==> config.mk <==
export PLATFORM = sky130hd
export DESIGN_NAME = pipe_hazard_ctrl
export DESIGN_NICKNAME = d
export VERILOG_FILES = /design/src/rtl/pipe_hazard_ctrl.sv
export SDC_FILE = /design/constraint.sdc
export NUM_CORES = 1
export LEC_CHECK = 0
export ABC_CLOCK_PERIOD_IN_PS = 2140
export CORE_MARGIN = 3
export CORE_UTILIZATION = 37
export DETAILED_ROUTE_END_ITERATION = 16
export PLACE_DENSITY = 0.85
export SYNTH_ARGS = -nofsm -noshare
export SYNTH_HDL_FRONTEND = slang
export SYNTH_SLANG_ARGS = --single-unit
export TNS_END_PERCENT = 100
==> constraint.sdc <==
create_clock -name clk -period 2.14 [get_ports clk]
set_input_delay 0.428 -clock clk [delete_from_list [all_inputs] [get_ports clk]]
set_output_delay 0.428 -clock clk [all_outputs]
set_load 0.01 [all_outputs]
==> src/rtl/pipe_hazard_ctrl.sv <==
// pipe_hazard_ctrl: stall/flush/redirect sequencing for the five-stage core
// Ports: clk, reset (async active-low); D sources d_rs/d_rt with d_tuse_*;
//   E/M producers e_dst/m_dst with e_tnew/m_tnew; mult/div d_is_md, md_start,
//   md_is_div; redirects exc_req, eret_m. Outputs lock_f, lock_d, clr_e, flush,
//   pc_sel (00 seq, 01 handler, 10 EPC), md_busy, stall_cnt (saturating).
// Build option: define PIPE_CTRL_MDU_EN to include the mult/div busy counter.
module pipe_hazard_ctrl #(
  parameter int MULT_CYC = 5,
  parameter int DIV_CYC = 10,
  parameter int CNT_W = 16
) (
  input  logic             clk,
  input  logic             reset,
  input  logic [4:0]       d_rs,
  input  logic [4:0]       d_rt,
  input  logic [1:0]       d_tuse_rs,
  input  logic [1:0]       d_tuse_rt,
  input  logic [4:0]       e_dst,
  input  logic [4:0]       m_dst,
  input  logic [1:0]       e_tnew,
  input  logic [1:0]       m_tnew,
  input  logic             d_is_md,
  input  logic             md_start,
  input  logic             md_is_div,
  input  logic             exc_req,
  input  logic             eret_m,
  output logic             lock_f,
  output logic             lock_d,
  output logic             clr_e,
  output logic             flush,
  output logic [1:0]       pc_sel,
  output logic             md_busy,
  output logic [CNT_W-1:0] stall_cnt
);
  logic stall_data, stall_md, stall;
  assign stall_data = (d_rs != 5'd0 && d_rs == e_dst && d_tuse_rs < e_tnew) ||
                      (d_rs != 5'd0 && d_rs == m_dst && d_tuse_rs < m_tnew) ||
                      (d_rt != 5'd0 && d_rt == e_dst && d_tuse_rt < e_tnew) ||
                      (d_rt != 5'd0 && d_rt == m_dst && d_tuse_rt < m_tnew);
`ifdef PIPE_CTRL_MDU_EN
  localparam int MW = $clog2(DIV_CYC + 1);
  logic [MW-1:0] md_cnt;
  // exc_req flushes the E-stage mult/div, so it must not start the countdown
  always_ff @(posedge clk or negedge reset)
    if (!reset) md_cnt <= '0;
    else if (md_start && !exc_req) md_cnt <= md_is_div ? MW'(DIV_CYC) : MW'(MULT_CYC);
    else if (md_cnt != '0) md_cnt <= md_cnt - 1'b1;
  assign md_busy = md_cnt != '0;
  assign stall_md = d_is_md && (md_busy || md_start);
`else
  logic unused_mdu;
  assign unused_mdu = ^{d_is_md, md_start, md_is_div, MULT_CYC[0], DIV_CYC[0]};
  assign md_busy = 1'b0;
  assign stall_md = 1'b0;
`endif
  assign stall = stall_data || stall_md;
  always_comb begin
    flush = reset && (exc_req || eret_m);
    pc_sel = !reset ? 2'b00 : exc_req ? 2'b01 : eret_m ? 2'b10 : 2'b00;
    lock_f = reset && stall && !exc_req && !eret_m;
    lock_d = lock_f;
    clr_e = lock_f;
  end
  always_ff @(posedge clk or negedge reset)
    if (!reset) stall_cnt <= '0;
    else if (lock_f && stall_cnt != '1) stall_cnt <= stall_cnt + 1'b1;
endmodule

# Word-level counts from Yosys, hierarchy flattened
# Index checks and enable logic that the tools add are counted.
# classes
add_sub_neg	1
magnitude_cmp	4
n_eq_ne	5
muxes	3
reduce_logical	21
# ops
operator	count
$eq 5x5->1	4
$add 16x1->16 const B	1
$ne 16x16->1 const B	1
$logic_and 1x1->1	13
$reduce_bool 5->1	2
$lt 2x2->1	4
$mux 2	3
$logic_or 1x1->1	4
$logic_not 1->1	2
# word_totals
reg_bits	16
in_bits	35
output_inout_bits	23
wordCells	35

# Longest topological paths before layout
# logic_depth
ltp_word	10
mapped_depth	8
depth_no_buf	7

# Worst setup path before layout
# No wires, ideal clock.
# synth_timing
path_type	input to output
from	input e_tnew[1]
to	output lock_d
arrival_ps	1959
required_ps	1712
slack_ps	-247
stages	8
n_path_buf	2
path_cell_list	inv_1 > ha_1 > a211oi_1 > a22oi_1 > o22ai_2 > buf_4 > nor2b_1 > buf_4
# synth_between
elab_chain_len	8
elab_cells_between_ends	10
classes_between	order compare (2); reduce/logical (8)
# synth_rtl
item	line	text
start, declared	20	input logic [1:0] e_tnew,
$lt 2x2->1	36	assign stall_data = (d_rs != 5'd0 && d_rs == e_dst && d_tuse_rs < e_tnew) ||
$logic_and 1x1->1	36	
$logic_or 1x1->1	36	
$logic_or 1x1->1 (*)	37	(d_rs != 5'd0 && d_rs == m_dst && d_tuse_rs < m_tnew) ||
$logic_or 1x1->1 (*)	38	(d_rt != 5'd0 && d_rt == e_dst && d_tuse_rt < e_tnew) ||
$logic_and 1x1->1 (*) (3 in a row)	60	lock_f = reset && stall && !exc_req && !eret_m;
end, declared	28	output logic lock_d,
# Mark *: on every way between the ends. The rest lies on a longest branch, timed or not.

# Worst setup path after layout
# layout_timing
from	input exc_req
to	output pc_sel[0]
# layout_between
elab_chain_len	2
# layout_rtl
item	line	text
start, declared	25	input logic exc_req,
$mux 2 (2 in a row)	59	pc_sel = !reset ? 2'b00 : exc_req ? 2'b01 : eret_m ? 2'b10 : 2'b00;
end, declared	31	output logic [1:0] pc_sel,
# Every way passes these cells.

==> impl_metrics.tcl <==
set metrics [dict create \
    syn2layout_area_growth_pct 67.0 \
    endpoint "pc_sel[0]" \
    finalHoldViolCount 0 \
    reg2reg_depth 7 \
    cp_data_required_time_ps 1710 \
    ys.flop_type "dfrtp_1" \
    syn-cell-area_mm2 0.00121 \
    synthCells 120 \
    ys_seq_elements 16 \
    dp_slack_ps -924 \
    die_w_um 63.3 \
    yosysSeqAreaShare 0.330 \
    cts_sinks 16 \
    holdWs_ps 494 \
    cts_tree "yes" \
    worstPathMaxFanout 2 \
    antenna_found_initial 0 \
    synth.top_cells.by_area "dfrtp_1, xor2_1, xnor2_1" \
    synth_common_cells "xor2_1, dfrtp_1, xnor2_1" \
    port_buffers 53 \
    drt_iter0_drc 32 \
    critPathKind "in -> out" \
    cp-start-kind "input port" \
    irDropWorstVdd_mv 0.365 \
    period_needed_ps 2080 \
    hp-class "reg -> reg" \
    fmax_mhz 480 \
    hpwl_mm 2.71 \
    core_mm2 0.00310 \
    postLayoutCoreUtil 0.654 \
    largest_register "stall_cnt" \
    clk_pin_slew_ps 90 \
    overflow 0 \
    skew_ps 3.17 \
    drt-total-wl_mm 3.54 \
    synth_edf_count 0 \
    async_flop_share 1.00 \
    ctsHoldBuffers 0 \
    p_per_area_mw_per_mm2 370 \
    yosysTopAreaCell "dfrtp_1" \
    largestRegisters "stall_cnt x16" \
    rows 20 \
    layout-drive-gt1-share 0.444 \
    cts_max_level 1 \
    syn_nets 160 \
    post_cts_buffers 0 \
    cts_buffers 3 \
    syn_area_per_cell_um2 10.1 \
    endpoint_kind "output port" \
    worst_slack_ps 58.8 \
    routedWlPerCell_um 15.8 \
    route.detailed.drc 0 \
    slew_viol_final 0 \
    maxCapViolCount 0 \
    design_power_total_mw 0.750 \
    place_congestion 0.879 \
    synth_top_area_frac 0.330 \
    cts.root.buffer_cell "clkbuf_4" \
    antennaDiodeCount 0 \
    timing.final.crit_share 0.973 \
    vias 1142 \
    r2r-end "stall_cnt[10]$_DFFE_PN0P_" \
    ys_warn_count 0 \
    critical_path_arrival_ps 1650 \
    die_area_mm2 0.00401 \
    grt_first_pass_wirelength_mm 6.07 \
    p_leak_nw 0.857 \
    io_pins 58 \
    cp-startpoint "exc_req" \
    status "completed" \
    largest_reg_flops 16 \
    setup_viol 0 \
    r2r_start "stall_cnt[6]$_DFFE_PN0P_" \
    grt_pass1_vias 1308 \
    postRouteAntennaNets 0 \
    dr.pass1.iters 4 \
    setup_tns_ps 0 \
    synth_most_common_cell "xor2_1" \
    fin_nets 222 \
    ff2ff_setup_slack_ps 230 \
    die_height_um 63.3 \
    start_util 0.392 \
    track_usage 0.186 \
    grt_max_degree 17 \
    yosysUniqueCellTypes 30 \
    insertion_delay_ps 290 \
    cts_max_path_buffers 2 \
    viasPerCell 5.10 \
]
report_power, final:
part | total (mW) | switching (mW) | internal (mW)
registers | 0.327 | 0.0136 | 0.313
logic | 0.266 | 0.127 | 0.139
clock network | 0.157 | 0.0919 | 0.0654
total | 0.750 | 0.232 | 0.518
through the flow:
stage                     area, µm²  instances
after global routing           2030        224
after CTS                      1970        224
after global placement         1910        222
final                          2030        224
after detailed placement       1910        222
after floorplan                1300        120
what timing repair did:
action / CTS / global route
pin swaps: 16 / 11
setup endpoints to repair: 20 / 4
endpoints found under the hold margin: 0 / 0
gates resized for setup: 132 / 30
worst min-delay path by stage:
stage / from / to / cells after the start
2_1_floorplan: reset / stall_cnt[0]$_DFFE_PN0P_ / 0
3_3_place_gp: stall_cnt[8]$_DFFE_PN0P_ / stall_cnt[8]$_DFFE_PN0P_ / 1
3_5_place_dp: stall_cnt[8]$_DFFE_PN0P_ / stall_cnt[8]$_DFFE_PN0P_ / 1
4_1_cts: stall_cnt[8]$_DFFE_PN0P_ / stall_cnt[8]$_DFFE_PN0P_ / 1
5_1_grt: stall_cnt[8]$_DFFE_PN0P_ / stall_cnt[8]$_DFFE_PN0P_ / 1
6_report: stall_cnt[8]$_DFFE_PN0P_ / stall_cnt[8]$_DFFE_PN0P_ / 1
layer usage:
metal,GRT usage,up-vias,share of wire
met2,0.344,51,0.53
met3,0.0410,5,0.058
li1,-,537,-
met4,0.0404,0,0.015
met5,0,-,0
met1,0.217,549,0.40
cell usage in the layout (no fill, tap or decap), types with 2 or more instances in the layout:
cell type / instances
nand3_1: 8
and3_1: 2
or4_1: 2
clkdlybuf4s50_1: 20
xor2_1: 13
xnor2_1: 15
dfrtp_1: 16
buf_2: 14
a211oi_2: 2
nor2_1: 4
buf_6: 9
clkbuf_4: 3
clkbuf_2: 6
and3_2: 5
xor2_2: 6
nand4_1: 6
nand2b_4: 4
buf_4: 9
ha_4: 4
a211oi_4: 2
nor4_4: 3
a22oi_2: 2
nand2_1: 3
area by class of cell:
cell class / instances / area [µm²]
Clock buffer: 3 / 22.5
Fill cell: 267 / 1070
Inverter: 2 / 22.5
Multi-Input combinational cell: 97 / 1010
Sequential cell: 16 / 400
Tap cell: 44 / 55.1
Timing Repair Buffer: 62 / 515
kinds of logic after synthesis:
kind of cell	count (synthesis)	synth area share
other cells	1	0.00309
mux	1	0.0124
fa+ha+maj	5	0.0515
flops	16	0.330
buf+inv	7	0.0402
simple gates	47	0.241
compound gates	8	0.0700
xor+xnor	35	0.252
worst max-delay path, cell delays in order:
cell	delay, ps
clkdlybuf4s50_1	470
buf_4	110
and2_1	110
clkdlybuf4s50_1	530
Note: power is estimated with default switching activity, not from simulation.
==> variant 1, RTL diff (same settings) <==
The option `PIPE_CTRL_MDU_EN` is turned on by a define.
--- a/src/rtl/pipe_hazard_ctrl.sv
+++ b/src/rtl/pipe_hazard_ctrl.sv
@@ -5,4 +5,6 @@
 //   pc_sel (00 seq, 01 handler, 10 EPC), md_busy, stall_cnt (saturating).
 // Build option: define PIPE_CTRL_MDU_EN to include the mult/div busy counter.
+`define PIPE_CTRL_MDU_EN
+
 module pipe_hazard_ctrl #(
   parameter int MULT_CYC = 5,
Formal check against the unedited RTL: not equivalent (Yosys sat finds a counterexample within 4 cycles, from zero or initial values and one cycle with reset low).
==> variant 1 against the original RTL <==
The run now ends with setup timing left; sequential cell count grew 4; via count grew 26%; area after synthesis grew 23%; setup slack lost 86 ps; maximum frequency shrank 4.0%; cell area grew 19%; routed wire length grew 19%.
Power is not compared: it rests on default switching activity, and its combinational part moved more than twofold at a synthesized area within 25%.
==> variant 1: results (changes against the original RTL) <==
Outcome
  • Run status: finished, violations left
  • Violations in the final reports: setup timing

Timing
  • Setup slack after layout: -27.0 ps (-85.8 ps)
  • Setup-violating endpoint count in the final report: 3 (+3)

Detailed routing
  • Routed vias: 1,440 (+26%)
  • Post-route met1 wirelength: 1780 µm (+26%)
  • Aggregate routed wire length: 4220 µm (+19%)
  • Routed wl met2: 2120 µm (+13%)
  • Number of DRC markers in iteration 0: 30 (-6.3%)

Final layout
  • Fraction of final layout cells sized beyond drive strength 1: 37.0% (-7.4 points)
  • Layout fillers: 298 (+12%)
  • Net total in the final layout: 279 (+26%)

Synth
  • Post-Synth Adder-Cell Area: 5.88% (+0.73 points)
  • Parity-gate share of the synthesized area counting xor and xnor cells: 22.4% (-2.9 points)
  • Portion of netlist area occupied by mux cells: 1.01% (-0.23 points)
  • Area contributors post-synth: sky130_fd_sc_hd__dfrtp_1 (34%), sky130_fd_sc_hd__xor2_1 (18%), sky130_fd_sc_hd__ha_1 (5.9%)
  • Main combinational cell family by area after synthesis: simple AND/OR/NAND/NOR gates
  • Distinct cells, synth: 33 (+10%)
  • Commonest cells in the synthesized netlist: sky130_fd_sc_hd__xor2_1 (30), sky130_fd_sc_hd__dfrtp_1 (20), sky130_fd_sc_hd__nand2_1 (12)
  • Syn Nets: 196 (+23%)
  • Sequential share of the synthesized area: 33.6% (+0.66 points)
  • Complex-gate fraction of the synthesized area: 4.79% (-2.2 points)

Critical path
  • Top Family by Delay on Critical Path: simple AND/OR/NAND/NOR gates
  • Timing endpoint of the critical path: clr_e
  • CP Max Fanout: 3 (+1)
  • Crit Reg-Reg Endpoint: stall_cnt[1]$_DFFE_PN0P_
  • Worst reg2reg path depth: 8 (+1)
  • Flop2flop setup slack: 200 ps (-30 ps)
  • Max stage delay on crit path: 320 ps (-210 ps)
  • Master of the slowest instance on the critical path: sky130_fd_sc_hd__nor4_1
  • Crit. Startpoint: d_rs[2]

Global routing
  • Global Route Usage Sum: 19.1% (+0.51 points)
  • Via count of the first global-routing pass: 1,515 (+16%)
  • Met3 Track Usage GR: 4.78% (+0.68 points)

Clock network
  • Post-CTS clock slew at the launch and capture registers of the worst setup and hold paths: 70 ps (-20 ps)

Placed design
  • Routability-driven placement congestion ratio: 1.01 (+15%)
  • PortBufs: 57 (+7.5%)

Hold path
  • Critical hold path startpoint: stall_cnt[15]$_DFFE_PN0P_
## variant 1: cell type report
type | instances | area share [%]
well taps | 48 | 2.49
clock buffers | 3 | 1.71
inverters | 7 | 1.09
multi-input cells | 122 | 44.4
repair buffers | 83 | 29.6
flip-flops and latches | 20 | 20.8
## variant 1: power groups by stage
stage	combinational, W	sequential [W]	clock [W]
finish	0.000678	0.000520	0.000244
floorplan	0.000296	0.000542	0
CTS	0.000666	0.000521	0.000253
global route	0.000756	0.000533	0.000269
detailed placement	0.000659	0.000528	0
global placement	0.000633	0.000520	0
## variant 1: per-stage QoR
stage | power [W] | cells | setup slack [ps] | cell area [µm²]
after floorplan | 0.000838 | 154 | -40.1 | 1500
after global placement | 0.00115 | 280 | -753 | 2280
after detailed placement | 0.00119 | 280 | -861 | 2280
after CTS | 0.00144 | 283 | -7.65 | 2350
after global routing | 0.00156 | 283 | -101 | 2410
final | 0.00144 | 283 | -27.0 | 2410
==> variant 2, RTL diff (config.mk and constraints unchanged) <==
Without the edit above. Register the output `stall_cnt` once more, with the module's reset; this adds one clock of latency there. The other outputs are not delayed to match.
--- a/src/rtl/pipe_hazard_ctrl.sv
+++ b/src/rtl/pipe_hazard_ctrl.sv
@@ -33,4 +33,6 @@
   output logic [CNT_W-1:0] stall_cnt
 );
+
+  logic [CNT_W-1:0] stall_cnt_s0;
   logic stall_data, stall_md, stall;
   assign stall_data = (d_rs != 5'd0 && d_rs == e_dst && d_tuse_rs < e_tnew) ||
@@ -63,6 +65,14 @@
   end
   always_ff @(posedge clk or negedge reset)
-    if (!reset) stall_cnt <= '0;
-    else if (lock_f && stall_cnt != '1) stall_cnt <= stall_cnt + 1'b1;
+    if (!reset) stall_cnt_s0 <= '0;
+    else if (lock_f && stall_cnt_s0 != '1) stall_cnt_s0 <= stall_cnt_s0 + 1'b1;
+  always_ff @(posedge clk or negedge reset) begin
+    if (!reset) begin
+      stall_cnt <= '0;
+    end else begin
+      stall_cnt <= stall_cnt_s0;
+    end
+  end
+
 endmodule
 
Check against the original RTL: not equivalent (Yosys sat finds a counterexample within 4 cycles, from zero or initial values and one cycle with reset low).
==> variant 2 against the original RTL <==
The flow now finishes with violations (setup timing); non-clock buffer count grew 5; power increased by 75%; count of clock-buffer cells in the layout increased by 3; combinational power down 9.8%; global-route usage down 3.3 points; area after synthesis increased by 35%; critical path type unchanged; routed wire length is 13% higher; sequential cell count grew 16; setup slack worse by 110 ps; first-iteration DRC count increased by 6.3%; clock power increased to 2.7 times the old value; maximum frequency shrank 4.9%; cell area is 23% higher.
==> variant 2: results (changes against the original RTL) <==
Final layout
  • Fraction of final layout cells sized beyond drive strength 1: 32.5% (-12 points)
  • Largest regs: stall_cnt x16, stall_cnt_s0 x16
  • Net total in the final layout: 249 (+12%)
  • Layout fillers: 348 (+30%)
  • Final non-filler cell total: 259 (+16%)

Timing
  • Setup slack after layout: -49.0 ps (-108 ps)
  • Clock skew after layout: 4.67 ps (+1.50 ps)
  • Setup-violating endpoint count in the final report: 3 (+3)

Power and ir drop
  • Static leakage power: 1.15 nW (+34%)
  • Worst supply voltage drop on vdd: 315 µV (-14%)

Global routing
  • Maximum number of pins on one net before global-route repair: 33 (+16)
  • Global Route Usage Sum: 15.3% (-3.3 points)
  • Global-route wire length before repair: 6020 µm (-0.69%)
  • Initial antenna violation count: 0 (unchanged)

Synth
  • Commonest cells in the synthesized netlist: sky130_fd_sc_hd__dfrtp_1 (32), sky130_fd_sc_hd__xor2_1 (26), sky130_fd_sc_hd__xnor2_1 (9)
  • Area contributors post-synth: sky130_fd_sc_hd__dfrtp_1 (49%), sky130_fd_sc_hd__xor2_1 (14%), sky130_fd_sc_hd__xnor2_1 (4.8%)
  • Distinct cells, synth: 31 (+3.3%)
  • Gate count after technology mapping: 140 (+17%)
  • Sequential share of the synthesized area: 49.0% (+16 points)
  • Syn Nets: 180 (+13%)

Detailed routing
  • Aggregate routed wire length: 4010 µm (+13%)
  • Mean number of vias per cell: 4.98 (-2.2%)
  • Number of DRC markers in iteration 0: 34 (+6.3%)

Hold path
  • Hold WC Path Type: reg2reg

Placed design
  • Routability-driven placement congestion ratio: 0.917 (+4.3%)
  • HPWL after detailed placement: 2880 µm (+6.1%)
  • Worst slack after detailed placement: -759 ps (+165 ps)

Critical path
  • CP Max Fanout: 3 (+1)
  • Top Family by Delay on Critical Path: buffers and inverters
  • Crit path arrival time: 1760 ps (+110 ps)
  • Max stage delay on crit path: 470 ps (-60 ps)

Clock network
  • Post-CTS clock slew at the launch and capture registers of the worst setup and hold paths: 60 ps (-30 ps)
  • Htree depth: 2 (+1)
  • Clk root buf: sky130_fd_sc_hd__clkbuf_8
  • CTS buffer count: 5 (+2)

Outcome
  • Run status: finished, violations left
  • Violations in the final reports: setup timing
-- variant 2: path summary, 6_finish.rpt --
kind / endpoint / slack, ps / from / cells past startpoint
hold reg to reg: stall_cnt[15]$_DFF_PN0_ / 380 / stall_cnt_s0[15]$_DFFE_PN0P_ / 0
max in group asynchronous: stall_cnt[7]$_DFF_PN0_ / 1140 / reset / 3
setup reg to reg: stall_cnt_s0[8]$_DFFE_PN0P_ / 190 / stall_cnt_s0[7]$_DFFE_PN0P_ / 8
hold / removal: stall_cnt[15]$_DFF_PN0_ / 380 / stall_cnt_s0[15]$_DFFE_PN0P_ / 0
setup / recovery: lock_f / -50 / m_dst[3] / 7
min in group asynchronous: stall_cnt_s0[2]$_DFFE_PN0P_ / 720 / reset / 3
-- variant 2: where the power goes --
group / total (W) / internal [W] / switching (W) / leakage, nW
Clock: 0.000425 / 0.000220 / 0.000205 / 0.0410
Sequential: 0.000651 / 0.000630 / 0.0000201 / 0.413
Combinational: 0.000240 / 0.000126 / 0.000114 / 0.693
Total: 0.00132 / 0.000977 / 0.000339 / 1.15
-- variant 2: layer usage --
layer  vias to the layer above  wire [µm]  GRT usage, %
met1                       637       1670          18.3
met3                         7        189          4.43
met2                        35       2070          25.5
li1                        612          -             -
met5                         -          0             0
met4                         0         78          6.76
-- variant 2: final cells by class --
class | count | area, µm² | share of cell area, %
clock buffer | 6 | 72.6 | 2.91
clock inverter | 1 | 5.00 | 0.201
inverter | 8 | 30.0 | 1.20
multi-input combinational | 95 | 913 | 36.6
sequential | 32 | 801 | 32.1
tap | 50 | 62.6 | 2.51
timing repair buffer | 67 | 611 | 24.5
-- variant 2: logic make-up (layout without fill, tap and decap cells) --
family | Yosys count | count (layout) | synth area share, %
mux | 1 | 1 | 0.689
buf+inv | 13 | 82 | 4.59
simple gates | 45 | 45 | 19.8
compound gates | 8 | 8 | 3.06
other cells | 1 | 1 | 0.229
fa+ha+maj | 5 | 5 | 3.83
flops | 32 | 32 | 49.0
xor+xnor | 35 | 35 | 18.8
-- variant 2: stage by stage --
step | instance area, µm² | setup TNS, ps
3_3_place_gp | 2290 | -8580
5_1_grt | 2490 | -275
3_5_place_dp | 2290 | -9890
4_1_cts | 2440 | -93.9
6_report | 2490 | -140
2_1_floorplan | 1630 | 0
-- variant 2: repair_timing --
item / 4_1_cts / 5_1_grt
pin swaps: 18 / 10
endpoints found under the setup margin: 20 / 20
gates resized for setup: 90 / 21
